File: src/rtl/fifo_wr_arbiter.sv
// fifo_wr_arbiter: burst-locked round-robin arbiter sharing one fifo write port
module fifo_wr_arbiter #(
  parameter int NUM_REQ   = 4,
  parameter int WIDTH     = 64,
  parameter int MAX_BURST = 4,
  parameter int CNT_WIDTH = 16,
  localparam int IW = $clog2(NUM_REQ),
  localparam int BW = $clog2(MAX_BURST + 1)
) (
  input  logic                     clk,
  input  logic                     rst_n,
  input  logic                     arb_en_i,
  input  logic [NUM_REQ-1:0]       req_valid_i,
  input  logic [NUM_REQ*WIDTH-1:0] req_data_i,
  output logic [NUM_REQ-1:0]       req_ready_o,
  input  logic                     fifo_full_i,
  output logic                     w_valid_o,
  output logic [WIDTH-1:0]         data_in_o,
  output logic [NUM_REQ-1:0]       grant_o,
  output logic [IW-1:0]            owner_id_o,
  output logic                     locked_o,
  output logic [CNT_WIDTH-1:0]     xfer_cnt_o
);
  typedef enum logic {IDLE, BURST} state_t;
  state_t               state_q, state_d;
  logic [IW-1:0]        owner_q, owner_d, rr_q, rr_d, sel;
  logic [BW-1:0]        burst_q, burst_d;
  logic [CNT_WIDTH-1:0] cnt_q, cnt_d;
  logic [IW:0]          scan;
  logic                 sel_vld, go;

  function automatic logic [IW-1:0] wrap_inc(input logic [IW-1:0] x);
    return x == IW'(NUM_REQ - 1) ? '0 : x + IW'(1);
  endfunction

  // Descending scan so the port closest to rr_q (lowest offset) wins.
  always_comb begin
    sel = owner_q;
    sel_vld = rst_n & req_valid_i[owner_q];
    scan = '0;
    if (state_q == IDLE) begin
      sel_vld = 1'b0;
      for (int i = NUM_REQ - 1; i >= 0; i--) begin
        scan = {1'b0, rr_q} + (IW+1)'(i);
        scan = scan >= (IW+1)'(NUM_REQ) ? scan - (IW+1)'(NUM_REQ) : scan;
        if (req_valid_i[scan[IW-1:0]]) begin
          sel = scan[IW-1:0];
          sel_vld = rst_n;
        end
      end
    end
  end

  assign go = sel_vld & arb_en_i & ~fifo_full_i;

  always_ff @(posedge clk) begin
    if (!rst_n) begin
      state_q <= IDLE;
      owner_q <= '0;
      rr_q    <= '0;
      burst_q <= '0;
      cnt_q   <= '0;
    end else begin
      state_q <= state_d;
      owner_q <= owner_d;
      rr_q    <= rr_d;
      burst_q <= burst_d;
      cnt_q   <= cnt_d;
    end
  end

  // An owner dropping valid releases the lock without granting anyone that cycle.
  always_comb begin
    state_d = state_q;
    owner_d = owner_q;
    burst_d = burst_q;
    rr_d    = rr_q;
    cnt_d   = go ? cnt_q + CNT_WIDTH'(1) : cnt_q;
    if (state_q == IDLE) begin
      if (go) begin
        owner_d = sel;
        burst_d = BW'(1);
        if (MAX_BURST == 1) rr_d = wrap_inc(sel);
        else state_d = BURST;
      end
    end else if (!req_valid_i[owner_q] || (go && burst_q + BW'(1) == BW'(MAX_BURST))) begin
      state_d = IDLE;
      burst_d = '0;
      rr_d    = wrap_inc(owner_q);
    end else if (go) begin
      burst_d = burst_q + BW'(1);
    end
  end

  always_comb begin
    grant_o     = '0;
    req_ready_o = '0;
    data_in_o   = '0;
    for (int k = 0; k < NUM_REQ; k++) begin
      grant_o[k]     = sel_vld & arb_en_i & (sel == IW'(k));
      req_ready_o[k] = go & (sel == IW'(k));
      data_in_o      = (sel_vld && sel == IW'(k)) ? req_data_i[k*WIDTH +: WIDTH] : data_in_o;
    end
  end

  assign w_valid_o  = go;
  assign owner_id_o = owner_q;
  assign locked_o   = state_q == BURST;
  assign xfer_cnt_o = cnt_q;
endmodule
File: config.mk
export PLATFORM = sky130hd
export DESIGN_NAME = fifo_wr_arbiter
export DESIGN_NICKNAME = d
export VERILOG_FILES = /design/src/rtl/fifo_wr_arbiter.sv
export SDC_FILE = /design/constraint.sdc
export NUM_CORES = 1
export LEC_CHECK = 0
export CAP_MARGIN = 15
export CELL_PAD_IN_SITES_DETAIL_PLACEMENT = 0
export CELL_PAD_IN_SITES_GLOBAL_PLACEMENT = 1
export CORE_MARGIN = 4
export CORE_UTILIZATION = 18
export CTS_CLUSTER_SIZE = 12
export DETAILED_ROUTE_END_ITERATION = 12
export PLACE_DENSITY_LB_ADDON = 0.12
export SLEW_MARGIN = 5
export SYNTH_ARGS = -nofsm -noshare
export SYNTH_HDL_FRONTEND = slang
export SYNTH_SLANG_ARGS = --single-unit
File: constraint.sdc
create_clock -name clk -period 2.3 [get_ports clk]
set_input_delay 0.345 -clock clk [delete_from_list [all_inputs] [get_ports clk]]
set_output_delay 0.345 -clock clk [all_outputs]
set_load 0.02 [all_outputs]
Yosys cells after proc, flatten, opt, wreduce, memory -nomap -nowiden
Cells that the tools add are included.

operators by class
  add/sub/neg operators = 10
  $lt $le $gt $ge = 9
  equality and inequality tests = 5
  muxes and demuxes = 36
  bitwise gates (word level) = 13
  reductions and logical operators = 13

operators by type and width
  cell                   number
  $mux 64                4
  $mux 2                 10
  $add 16x1->16 const B  1
  $lt 2x3->1 const B     5
  $mux 1                 13
  $mux 3                 4
  $and 1x1->1            11
  $bmux 1 s2             5
  $ge 3x3->1 const B     3
  $sub 2x1->2 const B    4
  $add 2x2->3 const B    2
  $eq 2x2->1 const B     3
  $reduce_and 2->1       3
  $logic_and 1x1->1      5
  $reduce_bool 2->1      2
  $add 2x1->3 const B    1
  $add 3x1->3 const B    1
  $eq 3x3->1 const B     1
  $ge 2x3->1 const B     1
  $add 2x1->2 const B    1
  $eq 2x1->1 const B     1
  $logic_not 2->1        1
  $not 1->1              2
  $logic_not 1->1        1
  $logic_or 1x1->1       1

word-level totals
  bits in registers = 24
  input port bits = 264
  output and inout port bits = 92
  word-level logic and storage cells = 91

Depth between registers and ports, before layout
  depth in word-level cells = 16
  mapped depth = 10
  mapped depth without buffers = 7

Least setup slack after synthesis
OpenSTA, ideal clock, no wires.

  kind = register -> output
  from = register owner_q[0] (netlist: owner_id_o[0])
  to = output data_in_o[10]
  arrival time = 2045 ps
  required time = 1955 ps
  slack = -90 ps
  cell stages (with the launch flop) = 7
  path buffers = 1
  cells stage by stage = dfxtp_1 -> mux4_2 -> nand2b_2 -> and3_1 -> nand2_2 -> buf_2 -> o22ai_1

on the way
  word-level cells in the longest chain between the ends = 11
  elaborated cells on any way between the ends = 21
  those cells by class = eq/ne (3); mux (12); bitwise (1); reduce/logical (5)

RTL lines
  what                    RTL line  text
  from (decl)             26        logic [IW-1:0] owner_q, owner_d, rr_q, rr_d, sel;
  from (signal assigned)  65        owner_q <= owner_d;
  $mux 2 (4 in a row)     46        if (req_valid_i[scan[IW-1:0]]) begin
  $mux 2                  41        if (state_q == IDLE) begin
  $logic_not 2->1         102       data_in_o = (sel_vld && sel == IW'(k)) ? req_data_i[k*WIDTH +: WIDTH] : data_in_o;
  $logic_and 1x1->1       102
  $mux 64 (3 in a row)    102
  $mux 64 *               102
  to (decl)               18        output logic [WIDTH-1:0] data_in_o,

Every way passes the cells marked *; elsewhere a longest branch is shown, timed or not. The select of a mux whose other input is x is not followed.

Worst setup path in the final report
  from = input req_valid_i[0]
  to = output data_in_o[39]

on the way
  word-level cells in the longest chain between the ends = 13
  elaborated cells on any way between the ends = 33
  those cells by class = eq/ne (3); mux (24); bitwise (1); reduce/logical (5)

RTL lines
  what                          RTL line  text
  from (decl)                   13        input logic [NUM_REQ-1:0] req_valid_i,
  $bmux 1 s2                    46
  $mux 1 (not written as such)  46
  $mux 2 (4 in a row)           46
  $mux 2                        41
  $logic_not 2->1               102
  $logic_and 1x1->1             102
  $mux 64 (3 in a row)          102
  $mux 64 *                     102

Marks and branches as above.

==> out/metrics.cfg <==
[status]
status=complete, but fails checks
violations=setup timing

[power]
power_frac_clock_pct=13.6
p_comb_share_pct=72.2
p_per_area_nw_per_um2=335
p_int_mw=1.96
power_switching_share_pct=35.0
ir_drop_mv=0.317
power.leakage_nw=3.39
pwr-share-seq_pct=14.2
switching_power_mw=1.05

[synthesis]
synth-async-reset-ratio_pct=0
synth_ff_type=dfxtp_1
ys_seq_elements=24
synth_cell_types=38
yosysWarnings=0
synth_area_sq_um=3260
synth_nets=658
synth_area_per_cell_sq_um=8.36
syn_inst=390
synth-seq-area-share_pct=14.7
synth_edf_count=0

[hold_path]
hp-class=flop to flop

[timing]
slew_violations=0
min_period_ns=2.89
finalHoldViolCount=0
fmax_mhz=347
slew_headroom_pct=72.8
worst_slack_ns=-0.585
tightest_slew_ns=0.403
setup_viol=72
rsz0062_at_grt=yes
finClkSkew_ns=0.00373
fin_crit_sh_pct=125
setup_tns_ns=-33.12

[routing]
wl_mm=24.4
drt_first_pass_iters=4
via_per_inst=4.80
wl_per_cell_microns=23.5
drtAntennaViolNets=0
vias=4982
drc=0
drt_iter0_drc=164

[grt]
grt_pass1_vias=5136
antenna_found_initial=5
grt_pass1_wl_mm=32.8
overflow=0
grt.total_usage_pct=21.3
grt_max_degree=23

[clock_network]
cts_buffers=3
clk_pin_slew_ns=0.06
clock_path_buffers=2
root_buffer=clkbuf_16
cts.sinks=24
cts_hold_buf=0
clk_latency_ns=0.26
htreeDepth=1
cts_tree=yes

[die]
die_w_microns=143
start_util_pct=18.6
io_pins=356
row_count=48
die_h_microns=143
core_area_sq_um=17500
dieArea_sq_um=20300

[placed_design]
dpl.cell_count=986
portBuffers=355
pre_cts_ws_ns=-1.22
routabilityCongestion=0.962
dpl.hpwl_mm=18.5

[setup_path]
end_kind=output pin
arrival_ns=2.54
crit_type=input port to output pin
crit_path_start_kind=input port
worst-path-max-fanout=7
required_ns=1.96

[layout]
layout_commonest_cell=clkdlybuf4s50_1
nets=1077
drive_above_1_share_pct=37.3
final_cell_mix=clkdlybuf4s50_1 (278), mux2i_1 (73), buf_4 (59)
area_growth_pct=176
final_cells=1038

[run]
cap_violations=0

cell families (layout without fill, tap and decap cells):
logic type / after synthesis / in the layout / share of synthesized area (%)
flops: 24 / 24 / 14.7
simple gates: 82 / 82 / 12.8
mux: 137 / 137 / 42.4
buf+inv: 43 / 461 / 7.75
xor+xnor: 11 / 11 / 2.95
other cells: 0 / 5 / 0
compound gates: 89 / 89 / 17.8
fa+ha+maj: 4 / 4 / 1.53
power by group through the flow:
stage / clock network [mW] / logic, mW / registers (mW)
global route: 0.446 / 2.27 / 0.429
floorplan: 0 / 0.749 / 0.438
detailed placement: 0 / 1.68 / 0.437
CTS: 0.430 / 2.06 / 0.428
global placement: 0 / 1.67 / 0.436
finish: 0.409 / 2.18 / 0.428
critical path: stages:
cell	delay, ns
clkdlybuf4s15_2	0.20
buf_6	0.14
a211oi_2	0.23
o21a_1	0.23
mux2i_4	0.34
buf_4	0.17
buf_12	0.15
buf_16	0.13
buf_12	0.12
mux2i_4	0.22
o22ai_2	0.11
buf_6	0.14
synthesized netlist by cell type (5+ instances only):
master | count | share of area (%)
o21ai_0 | 5 | 0.77
dfxtp_1 | 24 | 15
nor4_1 | 5 | 0.96
nor3_1 | 8 | 1.2
a21oi_1 | 8 | 1.2
and3_1 | 7 | 1.3
mux2i_1 | 136 | 42
nand3_1 | 6 | 0.92
nand2_1 | 16 | 1.8
o22ai_1 | 65 | 12
inv_1 | 11 | 1.3
nor2_1 | 23 | 2.6
buf_6 | 6 | 2.1
xnor2_1 | 9 | 2.4
buf_2 | 16 | 2.5
buf_4 | 7 | 1.6
sequential cells by signal, summed over array words and instances, names as in the netlist:
signal / count
locked_o: 1
rr_q: 2
owner_id_o: 2
xfer_cnt_o: 16
burst_q: 3
stage by stage:
step           hold slack [ns]  power [mW]  instance area [sq um]  utilization (%)
6_report                 0.473        3.01                   9000             51.3
2_1_floorplan            0.442        1.19                   3490                -
3_5_place_dp             0.465        2.12                   7570             43.2
4_1_cts                  0.480        2.92                   8630             49.2
5_1_grt                  0.487        3.15                   9000             51.3
3_3_place_gp             0.452        2.11                   7570             43.2
layout make-up:
class | instances | area [sq um]
Inverter | 11 | 41.3
Multi-Input combinational cell | 323 | 3310
Sequential cell | 24 | 484
Timing Repair Buffer | 446 | 4780
Clock buffer | 4 | 88.8
Fill cell | 1597 | 8540
Antenna cell | 5 | 12.5
Tap cell | 225 | 282
path summary, 6_finish.rpt:
| kind | start | to | slack [ns] | cells past startpoint |
|---|---|---|---|---|
| setup / recovery | req_valid_i[0] | data_in_o[39] | -0.59 | 12 |
| hold / removal | burst_q[2]$_SDFFE_PN0P_ | burst_q[2]$_SDFFE_PN0P_ | 0.47 | 1 |
| setup reg to reg | locked_o$_SDFF_PN0_ | xfer_cnt_o[14]$_SDFFE_PN0P_ | 0.24 | 8 |
| hold reg to reg | burst_q[2]$_SDFFE_PN0P_ | burst_q[2]$_SDFFE_PN0P_ | 0.47 | 1 |
timing repair:
action | CTS | global route
setup endpoints to repair | 74 | 73
cloned | 16 | 2
resized for setup | 477 | 96
buffers inserted | 21 | 14
pin swaps | 24 | 25
routing by layer:
metal,up-vias,GRT usage [%],part of all wire [%]
met3,14,3.92,6.3
met4,0,3.70,1.6
met1,2408,22.7,35
met5,-,0,0
li1,2356,-,-
met2,204,43.2,57
(Power assumes the default switching activity.)
